--- config.mk ---
export PLATFORM = sky130hd
export DESIGN_NAME = decode_pipe_flat
export DESIGN_NICKNAME = d
export VERILOG_FILES = /design/src/rtl/decode_pipe_if.sv /design/src/rtl/decode_pipe.sv /design/src/flat_wrapper.sv
export SDC_FILE = /design/constraint.sdc
export NUM_CORES = 1
export LEC_CHECK = 0
export BUFFER_PORTS_ARGS = -buffer_cell sky130_fd_sc_hd__buf_4
export CAP_MARGIN = 20
export CORE_AREA = 10 10 183 185
export CTS_CLUSTER_SIZE = 40
export DETAILED_ROUTE_END_ITERATION = 10
export DIE_AREA = 0 0 193 195
export HOLD_SLACK_MARGIN = 0.02
export PLACE_DENSITY_LB_ADDON = 0.2
export SLEW_MARGIN = 5
export SYNTH_ARGS = -nofsm -noshare
export SYNTH_HDL_FRONTEND = slang
export SYNTH_SLANG_ARGS = --single-unit
--- constraint.sdc ---
create_clock -name i_clk -period 18.35 [get_ports i_clk]
set_clock_uncertainty 0.2 [all_clocks]
set_input_delay 0.9175 -clock i_clk [delete_from_list [all_inputs] [get_ports i_clk]]
set_output_delay 0.9175 -clock i_clk [all_outputs]
set_load 0.02 [all_outputs]
--- src/rtl/decode_pipe_if.sv ---
// decode_pipe_if -- bundles the upstream instruction handshake, the flush
// strobe and the downstream decoded-entry handshake of decode_pipe.
//
//   master : the environment side (drives i_*, observes o_*)
//   slave  : the decode_pipe side (observes i_*, drives o_*)
//
// Signals
//   i_valid / o_ready / i_instruction / i_pc : upstream instruction transfer
//   i_flush                                  : synchronous discard of all entries
//   o_valid / i_ready                        : downstream head-entry transfer
//   o_pc, rd_o .. o_illegal                  : decoded head entry (0 when !o_valid)
//   o_count                                  : occupied entries
interface decode_pipe_if #(
    parameter int N_param = 32,
    parameter int DEPTH   = 2
);
    logic                    i_valid;
    logic                    o_ready;
    logic [N_param-1:0]      i_instruction;
    logic [31:0]             i_pc;
    logic                    i_flush;
    logic                    o_valid;
    logic                    i_ready;
    logic [31:0]             o_pc;
    logic [4:0]              rd_o;
    logic [4:0]              rs1_o;
    logic [4:0]              rs2_o;
    logic [2:0]              fun3_o;
    logic [6:0]              fun7_o;
    logic [6:0]              opcode_o;
    logic [31:0]             imm_o;
    logic [6:0]              INST_typ_o;
    logic [63:0]             Single_Instruction_o;
    logic                    o_illegal;
    logic [$clog2(DEPTH):0]  o_count;

    modport master (
        output i_valid, i_instruction, i_pc, i_flush, i_ready,
        input  o_ready, o_valid, o_pc, rd_o, rs1_o, rs2_o, fun3_o, fun7_o,
               opcode_o, imm_o, INST_typ_o, Single_Instruction_o, o_illegal, o_count
    );

    modport slave (
        input  i_valid, i_instruction, i_pc, i_flush, i_ready,
        output o_ready, o_valid, o_pc, rd_o, rs1_o, rs2_o, fun3_o, fun7_o,
               opcode_o, imm_o, INST_typ_o, Single_Instruction_o, o_illegal, o_count
    );
endinterface

--- src/rtl/decode_pipe.sv ---
// decode_pipe -- RV32I (+ optional M, optional Zicsr) instruction decoder
// followed by a DEPTH-entry FIFO of fully decoded records.
//
// Ports
//   i_clk : rising-edge clock
//   i_rst : asynchronous active-high reset; clears the FIFO immediately and
//           forces o_valid, o_ready and every data output low
//   bus   : decode_pipe_if.slave (handshakes, flush, decoded head entry)
//
// Handshake semantics (both sides): a transfer happens on a rising edge where
// valid and ready are both 1 and i_flush is 0. o_ready depends only on the
// occupancy (never on i_ready), so a full buffer refuses a push even in a
// cycle where the head is popped. o_valid is high whenever an entry is held;
// the head entry stays stable until it is popped or flushed.
//
// Type codes (INST_typ_o): R=1 I=2 S=3 B=4 U=5 J=6 SYSTEM/FENCE=7,
// UNRECGONIZED=7'h7F. Single_Instruction_o is one-hot, bit index:
//   0 LUI 1 AUIPC 2 JAL 3 JALR 4..9 BEQ BNE BLT BGE BLTU BGEU
//   10..14 LB LH LW LBU LHU 15..17 SB SH SW
//   18..26 ADDI SLTI SLTIU XORI ORI ANDI SLLI SRLI SRAI
//   27..36 ADD SUB SLL SLT SLTU XOR SRL SRA OR AND
//   37 FENCE 38 ECALL 39 EBREAK 40..45 CSRRW CSRRS CSRRC CSRRWI CSRRSI CSRRCI
//   46..53 MUL MULH MULHSU MULHU DIV DIVU REM REMU 63 UNKNOWN
module decode_pipe #(
    parameter int N_param    = 32,
    parameter int DEPTH      = 2,
    parameter int ENABLE_M   = 0,
    parameter int ENABLE_CSR = 1
) (
    input  logic         i_clk,
    input  logic         i_rst,
    decode_pipe_if.slave bus
);
    localparam int PW = $clog2(DEPTH);
    localparam int CW = PW + 1;

    localparam logic [6:0] TYP_R = 7'd1, TYP_I = 7'd2, TYP_S = 7'd3, TYP_B = 7'd4;
    localparam logic [6:0] TYP_U = 7'd5, TYP_J = 7'd6, TYP_SYS = 7'd7, TYP_UNREC = 7'h7F;

    localparam logic [6:0] OPC_LUI = 7'h37, OPC_AUIPC = 7'h17, OPC_JAL = 7'h6F, OPC_JALR = 7'h67;
    localparam logic [6:0] OPC_BRANCH = 7'h63, OPC_LOAD = 7'h03, OPC_STORE = 7'h23;
    localparam logic [6:0] OPC_OPIMM = 7'h13, OPC_OP = 7'h33, OPC_FENCE = 7'h0F, OPC_SYSTEM = 7'h73;

    localparam logic [5:0] IDX_LUI = 6'd0, IDX_AUIPC = 6'd1, IDX_JAL = 6'd2, IDX_JALR = 6'd3;
    localparam logic [5:0] IDX_BEQ = 6'd4, IDX_BNE = 6'd5, IDX_BLT = 6'd6, IDX_BGE = 6'd7;
    localparam logic [5:0] IDX_BLTU = 6'd8, IDX_BGEU = 6'd9;
    localparam logic [5:0] IDX_LB = 6'd10, IDX_LH = 6'd11, IDX_LW = 6'd12, IDX_LBU = 6'd13, IDX_LHU = 6'd14;
    localparam logic [5:0] IDX_SB = 6'd15, IDX_SH = 6'd16, IDX_SW = 6'd17;
    localparam logic [5:0] IDX_ADDI = 6'd18, IDX_SLTI = 6'd19, IDX_SLTIU = 6'd20, IDX_XORI = 6'd21;
    localparam logic [5:0] IDX_ORI = 6'd22, IDX_ANDI = 6'd23, IDX_SLLI = 6'd24, IDX_SRLI = 6'd25;
    localparam logic [5:0] IDX_SRAI = 6'd26;
    localparam logic [5:0] IDX_ADD = 6'd27, IDX_SUB = 6'd28, IDX_SLL = 6'd29, IDX_SLT = 6'd30;
    localparam logic [5:0] IDX_SLTU = 6'd31, IDX_XOR = 6'd32, IDX_SRL = 6'd33, IDX_SRA = 6'd34;
    localparam logic [5:0] IDX_OR = 6'd35, IDX_AND = 6'd36;
    localparam logic [5:0] IDX_FENCE = 6'd37, IDX_ECALL = 6'd38, IDX_EBREAK = 6'd39;
    localparam logic [5:0] IDX_CSRRW = 6'd40, IDX_CSRRS = 6'd41, IDX_CSRRC = 6'd42;
    localparam logic [5:0] IDX_CSRRWI = 6'd43, IDX_CSRRSI = 6'd44, IDX_CSRRCI = 6'd45;
    localparam logic [5:0] IDX_MUL = 6'd46, IDX_UNKNOWN = 6'd63;

    typedef struct packed {
        logic [31:0] pc;
        logic [4:0]  rd;
        logic [4:0]  rs1;
        logic [4:0]  rs2;
        logic [2:0]  fun3;
        logic [6:0]  fun7;
        logic [6:0]  opcode;
        logic [31:0] imm;
        logic [6:0]  typ;
        logic [63:0] single;
        logic        illegal;
    } rec_t;

    // ---------------- combinational decode ----------------
    logic [31:0] ins;
    logic [6:0]  op;
    logic [2:0]  f3;
    logic [6:0]  f7;
    logic [31:0] imm_i, imm_s, imm_b, imm_u, imm_j;
    logic [5:0]  sel;
    rec_t        dec;

    assign ins   = bus.i_instruction[31:0];
    assign op    = ins[6:0];
    assign f3    = ins[14:12];
    assign f7    = ins[31:25];
    assign imm_i = {{20{ins[31]}}, ins[31:20]};
    assign imm_s = {{20{ins[31]}}, ins[31:25], ins[11:7]};
    assign imm_b = {{19{ins[31]}}, ins[31], ins[7], ins[30:25], ins[11:8], 1'b0};
    assign imm_u = {ins[31:12], 12'b0};
    assign imm_j = {{11{ins[31]}}, ins[31], ins[19:12], ins[20], ins[30:21], 1'b0};

    always_comb begin
        dec     = '0;
        dec.typ = TYP_UNREC;
        sel     = IDX_UNKNOWN;
        case (op)
            OPC_LUI, OPC_AUIPC: begin
                dec.typ = TYP_U; dec.rd = ins[11:7]; dec.imm = imm_u;
                sel = (op == OPC_LUI) ? IDX_LUI : IDX_AUIPC;
            end
            OPC_JAL: begin
                dec.typ = TYP_J; dec.rd = ins[11:7]; dec.imm = imm_j; sel = IDX_JAL;
            end
            OPC_JALR, OPC_LOAD, OPC_OPIMM: begin
                dec.typ = TYP_I; dec.rd = ins[11:7]; dec.fun3 = f3;
                dec.rs1 = ins[19:15]; dec.fun7 = f7; dec.imm = imm_i;
                if (op == OPC_JALR) begin
                    if (f3 == 3'b000) sel = IDX_JALR;
                end else if (op == OPC_LOAD) begin
                    case (f3)
                        3'b000:  sel = IDX_LB;
                        3'b001:  sel = IDX_LH;
                        3'b010:  sel = IDX_LW;
                        3'b100:  sel = IDX_LBU;
                        3'b101:  sel = IDX_LHU;
                        default: sel = IDX_UNKNOWN;
                    endcase
                end else begin
                    case (f3)
                        3'b000: sel = IDX_ADDI;
                        3'b010: sel = IDX_SLTI;
                        3'b011: sel = IDX_SLTIU;
                        3'b100: sel = IDX_XORI;
                        3'b110: sel = IDX_ORI;
                        3'b111: sel = IDX_ANDI;
                        // Shifts carry their variant in the upper immediate bits.
                        3'b001: sel = (f7 == 7'b0000000) ? IDX_SLLI : IDX_UNKNOWN;
                        3'b101: sel = (f7 == 7'b0000000) ? IDX_SRLI :
                                      (f7 == 7'b0100000) ? IDX_SRAI : IDX_UNKNOWN;
                    endcase
                end
            end
            OPC_STORE: begin
                dec.typ = TYP_S; dec.fun3 = f3; dec.rs1 = ins[19:15];
                dec.rs2 = ins[24:20]; dec.imm = imm_s;
                case (f3)
                    3'b000:  sel = IDX_SB;
                    3'b001:  sel = IDX_SH;
                    3'b010:  sel = IDX_SW;
                    default: sel = IDX_UNKNOWN;
                endcase
            end
            OPC_BRANCH: begin
                dec.typ = TYP_B; dec.fun3 = f3; dec.rs1 = ins[19:15];
                dec.rs2 = ins[24:20]; dec.imm = imm_b;
                case (f3)
                    3'b000:  sel = IDX_BEQ;
                    3'b001:  sel = IDX_BNE;
                    3'b100:  sel = IDX_BLT;
                    3'b101:  sel = IDX_BGE;
                    3'b110:  sel = IDX_BLTU;
                    3'b111:  sel = IDX_BGEU;
                    default: sel = IDX_UNKNOWN;
                endcase
            end
            OPC_OP: begin
                dec.typ = TYP_R; dec.rd = ins[11:7]; dec.fun3 = f3;
                dec.rs1 = ins[19:15]; dec.rs2 = ins[24:20]; dec.fun7 = f7;
                if (f7 == 7'b0000000) begin
                    case (f3)
                        3'b000: sel = IDX_ADD;
                        3'b001: sel = IDX_SLL;
                        3'b010: sel = IDX_SLT;
                        3'b011: sel = IDX_SLTU;
                        3'b100: sel = IDX_XOR;
                        3'b101: sel = IDX_SRL;
                        3'b110: sel = IDX_OR;
                        3'b111: sel = IDX_AND;
                    endcase
                end else if (f7 == 7'b0100000) begin
                    if (f3 == 3'b000)      sel = IDX_SUB;
                    else if (f3 == 3'b101) sel = IDX_SRA;
                end else if (f7 == 7'b0000001 && ENABLE_M != 0) begin
                    // MUL..REMU are laid out in fun3 order.
                    sel = IDX_MUL + {3'b000, f3};
                end
            end
            OPC_FENCE, OPC_SYSTEM: begin
                dec.typ = TYP_SYS; dec.rd = ins[11:7]; dec.fun3 = f3;
                dec.rs1 = ins[19:15]; dec.rs2 = ins[24:20]; dec.fun7 = f7;
                dec.imm = imm_i;
                if (op == OPC_FENCE) begin
                    if (f3 == 3'b000) sel = IDX_FENCE;
                end else begin
                    case (f3)
                        3'b000: sel = (ins[31:20] == 12'd0) ? IDX_ECALL :
                                      (ins[31:20] == 12'd1) ? IDX_EBREAK : IDX_UNKNOWN;
                        3'b001: sel = (ENABLE_CSR != 0) ? IDX_CSRRW  : IDX_UNKNOWN;
                        3'b010: sel = (ENABLE_CSR != 0) ? IDX_CSRRS  : IDX_UNKNOWN;
                        3'b011: sel = (ENABLE_CSR != 0) ? IDX_CSRRC  : IDX_UNKNOWN;
                        3'b101: sel = (ENABLE_CSR != 0) ? IDX_CSRRWI : IDX_UNKNOWN;
                        3'b110: sel = (ENABLE_CSR != 0) ? IDX_CSRRSI : IDX_UNKNOWN;
                        3'b111: sel = (ENABLE_CSR != 0) ? IDX_CSRRCI : IDX_UNKNOWN;
                        default: sel = IDX_UNKNOWN;
                    endcase
                end
            end
            default: ;
        endcase
        // Recognised opcodes report their own opcode; unknown ones keep all fields 0.
        if (dec.typ != TYP_UNREC) dec.opcode = op;
        dec.pc      = bus.i_pc;
        dec.single  = 64'd1 << sel;
        dec.illegal = (sel == IDX_UNKNOWN);
    end

    // ---------------- decoded-entry FIFO ----------------
    rec_t          mem [DEPTH];
    logic [PW-1:0] wr_ptr, rd_ptr;
    logic [CW-1:0] count;
    logic          push, pop;

    assign bus.o_ready = !i_rst && (count < CW'(DEPTH));
    assign bus.o_valid = !i_rst && (count != '0);
    assign bus.o_count = count;
    assign push = bus.i_valid && bus.o_ready && !bus.i_flush;
    assign pop  = bus.o_valid && bus.i_ready && !bus.i_flush;

    always_ff @(posedge i_clk or posedge i_rst) begin
        if (i_rst) begin
            wr_ptr <= '0;
            rd_ptr <= '0;
            count  <= '0;
        end else if (bus.i_flush) begin
            wr_ptr <= '0;
            rd_ptr <= '0;
            count  <= '0;
        end else begin
            // DEPTH is a power of two, so the pointers wrap naturally.
            if (push) wr_ptr <= wr_ptr + 1'b1;
            if (pop)  rd_ptr <= rd_ptr + 1'b1;
            count <= count + {{(CW-1){1'b0}}, push} - {{(CW-1){1'b0}}, pop};
        end
    end

    // Storage needs no reset: the outputs are gated by o_valid.
    always_ff @(posedge i_clk) begin
        if (push) mem[wr_ptr] <= dec;
    end

    rec_t head;
    assign head = bus.o_valid ? mem[rd_ptr] : '0;

    assign bus.o_pc                 = head.pc;
    assign bus.rd_o                 = head.rd;
    assign bus.rs1_o                = head.rs1;
    assign bus.rs2_o                = head.rs2;
    assign bus.fun3_o               = head.fun3;
    assign bus.fun7_o               = head.fun7;
    assign bus.opcode_o             = head.opcode;
    assign bus.imm_o                = head.imm;
    assign bus.INST_typ_o           = head.typ;
    assign bus.Single_Instruction_o = head.single;
    assign bus.o_illegal            = head.illegal;
endmodule

--- src/flat_wrapper.sv ---
// flat-port wrapper written by rule: the top's interface ports become plain ports
module decode_pipe_flat 
#(
    parameter int N_param    = 32,
    parameter int DEPTH      = 2,
    parameter int ENABLE_M   = 0,
    parameter int ENABLE_CSR = 1
)
  (i_clk, i_rst, bus_i_valid, bus_i_instruction, bus_i_pc, bus_i_flush, bus_i_ready, bus_o_ready, bus_o_valid, bus_o_pc, bus_rd_o, bus_rs1_o, bus_rs2_o, bus_fun3_o, bus_fun7_o, bus_opcode_o, bus_imm_o, bus_INST_typ_o, bus_Single_Instruction_o, bus_o_illegal, bus_o_count);
  decode_pipe_if #(.N_param(N_param), .DEPTH(DEPTH)) bus_i ();
  input  logic i_clk;
  input  logic i_rst;
  input wire logic [$bits(bus_i.i_valid)-1:0] bus_i_valid;
  input wire logic [$bits(bus_i.i_instruction)-1:0] bus_i_instruction;
  input wire logic [$bits(bus_i.i_pc)-1:0] bus_i_pc;
  input wire logic [$bits(bus_i.i_flush)-1:0] bus_i_flush;
  input wire logic [$bits(bus_i.i_ready)-1:0] bus_i_ready;
  output wire logic [$bits(bus_i.o_ready)-1:0] bus_o_ready;
  output wire logic [$bits(bus_i.o_valid)-1:0] bus_o_valid;
  output wire logic [$bits(bus_i.o_pc)-1:0] bus_o_pc;
  output wire logic [$bits(bus_i.rd_o)-1:0] bus_rd_o;
  output wire logic [$bits(bus_i.rs1_o)-1:0] bus_rs1_o;
  output wire logic [$bits(bus_i.rs2_o)-1:0] bus_rs2_o;
  output wire logic [$bits(bus_i.fun3_o)-1:0] bus_fun3_o;
  output wire logic [$bits(bus_i.fun7_o)-1:0] bus_fun7_o;
  output wire logic [$bits(bus_i.opcode_o)-1:0] bus_opcode_o;
  output wire logic [$bits(bus_i.imm_o)-1:0] bus_imm_o;
  output wire logic [$bits(bus_i.INST_typ_o)-1:0] bus_INST_typ_o;
  output wire logic [$bits(bus_i.Single_Instruction_o)-1:0] bus_Single_Instruction_o;
  output wire logic [$bits(bus_i.o_illegal)-1:0] bus_o_illegal;
  output wire logic [$bits(bus_i.o_count)-1:0] bus_o_count;
  assign bus_i.i_valid = bus_i_valid;
  assign bus_i.i_instruction = bus_i_instruction;
  assign bus_i.i_pc = bus_i_pc;
  assign bus_i.i_flush = bus_i_flush;
  assign bus_i.i_ready = bus_i_ready;
  assign bus_o_ready = bus_i.o_ready;
  assign bus_o_valid = bus_i.o_valid;
  assign bus_o_pc = bus_i.o_pc;
  assign bus_rd_o = bus_i.rd_o;
  assign bus_rs1_o = bus_i.rs1_o;
  assign bus_rs2_o = bus_i.rs2_o;
  assign bus_fun3_o = bus_i.fun3_o;
  assign bus_fun7_o = bus_i.fun7_o;
  assign bus_opcode_o = bus_i.opcode_o;
  assign bus_imm_o = bus_i.imm_o;
  assign bus_INST_typ_o = bus_i.INST_typ_o;
  assign bus_Single_Instruction_o = bus_i.Single_Instruction_o;
  assign bus_o_illegal = bus_i.o_illegal;
  assign bus_o_count = bus_i.o_count;
  decode_pipe #(.N_param(N_param), .DEPTH(DEPTH), .ENABLE_M(ENABLE_M), .ENABLE_CSR(ENABLE_CSR)) u_core (.i_clk(i_clk), .i_rst(i_rst), .bus(bus_i));
endmodule
==> impl_metrics.toml <==
[worst_hold_path]
hp-class = "primary input to asynchronous set/reset pin"

[sta]
slew_headroom_pct = 31.1
finalSetupViolCount = 0
fin_ws_ns = 13.75
grt_setup_unrepaired = "no"
finalCriticalPeriod_ns = 4.60
hold_violations = 0
hold-worst-slack_ns = 0.133
drv_slew = 0
fmax_ghz = 0.217
fin_crit_sh_pct = 25.1
tightest_slew_ns = 1.03
tns_ns = 0

[grt]
grt_pass1_vias = 9626
grt_use_total_pct = 18.7
grtUsageMet3_pct = 3.78
grt_start_max_net_pins = 104
grt_overflow = 0
grt_busiest_layer = "met2"
grt_pass1_wl_um = 55400
grt_util_met2_pct = 29.7
grt_util_met1_pct = 25.3
antenna_found_initial = 2

[yosys]
ys_types = 69
synth_ff_type = "edfxtp_1"
ys_seq_area_share_pct = 68.0
synth_area_sq_um = 14700
postSynth.asyncResetShare_pct = 1.20
synth_edf_count = 330
netlist_instances = 1085
synth_area_per_cell_sq_um = 13.6
ys_warn_count = 0
ys_seq_elements = 334

[pwr]
powerDensity_nw_per_um2 = 92.2
ir_drop_mv = 0.0710
leakagePower_nw = 6.38
power_w = 0.00166

[critical_path]
critPathBufInv = 3
path_class = "flop to primary output"
crit_family = "buffers and inverters"
r2r_end = "u_core.mem[1][100]$_DFFE_PP_"
r2r_cells = 5
endpoint_kind = "primary output"
setup.worst_path.start_class = "flop"
crit_path_top_delay_cell = "buf_4"
worstPathMaxFanout = 50
cp_data_arrival_time_ns = 3.48
r2r_setup_slack_ns = 15.46
crit_chain = "buf_4, buf_4, mux2i_1, nor2_1, buf_4"
cp_slowest_stage_delay_ns = 0.80
r2r-start = "u_core.bus.o_count[1]$_DFF_PP0_"
required_ns = 17.23
cpMostUsedCell = "buf_4"

[placed_design]
pre_cts_slack_ns = 14.08
gp_congestion = 0.928
port_buffers = 240
dp_hpwl_um = 24400

[floorplan]
initial_core_util_pct = 49.0
dieArea_sq_um = 37600
chipHeight_um = 195
num_rows = 64
design.core.area_sq_um = 30000
io_pins = 241
die_x_um = 193

[cts]
cts.repair.resized = 0
numCtsBuffers = 35
clk_pin_slew_ns = 0.06
hold_buffers = 0
clk_path_buf_depth = 3
htreeDepth = 2
clock_sinks = 334
cts_tree = "done"
post-cts-setup-buffer-count = 0
root_buffer = "clkbuf_16"
worstSkewPairLatency_ns = 0.51

[finish]
areaGrowthSynthToFinish_pct = 22.3
fill_cells = 2429
utilization_pct = 60.0
finalNetCount = 1410
drive_gt1_share_pct = 24.0

[detailed_routing]
vias_per_cell = 5.38
drtIter0Drc = 608
ant_nets = 0
route.detailed.drc = 0
dr.pass1.iters = 5
vias = 9428
routedWlPerCell_um = 20.8
finalWirelength_um = 36500

[status]
status = "finished, final reports clean"

[run]
maxCapViolCount = 0
## stage by stage
stage,cell area [sq um],instances
floorplan,14800,1112
detailed placement,16900,1692
finish,18000,1754
global placement,16900,1692
global route,18000,1754
CTS,18000,1751
## per-layer routing
metal  vias to the layer above  part of all wire (%)
met5                         -                     0
met1                      4620                    43
li1                       4431                     -
met2                       318                    48
met4                         0                   2.7
met3                        59                   6.9
## sequential cells by signal, indices dropped and copies added, names as in the netlist
register            flops
u_core.bus.o_count      2
u_core.mem            330
u_core.rd_ptr           1
u_core.wr_ptr           1
## power breakdown
group | leakage, nW | internal, W | switching (W)
logic | 2.83 | 0.0000529 | 0.0000900
registers | 3.03 | 0.000852 | 0.00000503
clock network | 0.516 | 0.000387 | 0.000274
total | 6.38 | 0.00129 | 0.000369
## Yosys cell counts, types with 2 or more instances
library cell	instances	area share, %
a21oi_1	14	0.48
buf_4	6	0.31
o21ai_1	6	0.20
a31oi_1	8	0.34
buf_1	14	0.36
nand4b_1	2	0.12
or2_2	3	0.13
and3_1	4	0.17
o21a_1	2	0.10
o22ai_1	4	0.17
buf_6	4	0.31
clkbuf_1	34	0.87
o32ai_1	2	0.12
nor3_1	27	0.92
xor2_1	3	0.18
mux2i_1	166	11
nor4_1	3	0.13
edfxtp_1	330	67
nand3_1	11	0.37
a221oi_1	2	0.12
a211oi_1	2	0.10
nand2_1	22	0.56
xnor2_1	3	0.18
inv_2	2	0.051
nand3b_1	3	0.15
or3_1	7	0.30
a22o_1	6	0.36
inv_1	14	0.36
ha_1	7	0.59
dfrtp_1	4	0.68
and2_1	14	0.59
nor2b_1	33	1.4
nand2b_1	5	0.21
nor2_1	230	5.9
o211ai_1	4	0.20
nor3b_1	2	0.10
nor2_2	6	0.25
a21o_1	21	1.1
buf_2	10	0.34
o21ai_0	13	0.44
mux2_2	2	0.15
nor3_2	3	0.20
## placed cells by master, fill, tap and decap left out, types with 5 or more instances in the layout
cell | netlist | layout
a31oi_1 | 8 | 8
a22o_1 | 6 | 6
and2_1 | 14 | 13
buf_4 | 6 | 252
ha_1 | 7 | 7
nor2b_1 | 33 | 33
or3_1 | 7 | 7
nor3_1 | 27 | 26
o21ai_0 | 13 | 13
o21ai_1 | 6 | 5
conb_1 | 1 | 28
nand2b_1 | 5 | 5
clkbuf_16 | 0 | 36
clkinv_1 | 0 | 7
clkbuf_1 | 34 | 8
nor2_1 | 230 | 230
a21oi_1 | 14 | 14
edfxtp_1 | 330 | 330
mux2i_1 | 166 | 166
nand2_1 | 22 | 22
nor2_2 | 6 | 6
a21o_1 | 21 | 21
nand3_1 | 11 | 11
inv_1 | 14 | 14
## cell type report
class	count	area, sq um	share of cell area, %
timing repair buffer	253	1920	10.7
clock inverter	15	134	0.743
antenna	2	5.00	0.0278
multi-input combinational	694	4460	24.7
tap	396	495	2.75
sequential	334	10000	55.6
inverter	16	60.1	0.333
clock buffer	44	931	5.17
## logic make-up after synthesis
| logic type | after synthesis | share of synthesized area (%) |
|---|---|---|
| xor+xnor | 6 | 0.357 |
| other cells | 1 | 0.0255 |
| buf+inv | 84 | 2.58 |
| mux | 168 | 11.4 |
| simple gates | 389 | 12.6 |
| flops | 334 | 68.0 |
| compound gates | 96 | 4.45 |
| fa+ha+maj | 7 | 0.595 |
## worst max path at each step
stage	from	to	slack [ns]	depth (start not counted)
after global routing	u_core.rd_ptr$_DFFE_PP0P_	bus_Single_Instruction_o[2]	13.58	5
after CTS	u_core.rd_ptr$_DFFE_PP0P_	bus_Single_Instruction_o[2]	13.73	5
after floorplan	i_rst	u_core.mem[0][0]$_DFFE_PP_	4.72	3
final	u_core.rd_ptr$_DFFE_PP0P_	bus_Single_Instruction_o[2]	13.75	5
after global placement	bus_i_instruction[12]	u_core.mem[0][10]$_DFFE_PP_	14.15	10
after detailed placement	bus_i_instruction[12]	u_core.mem[0][10]$_DFFE_PP_	14.08	10
Note: power is estimated with default switching activity, not from simulation.
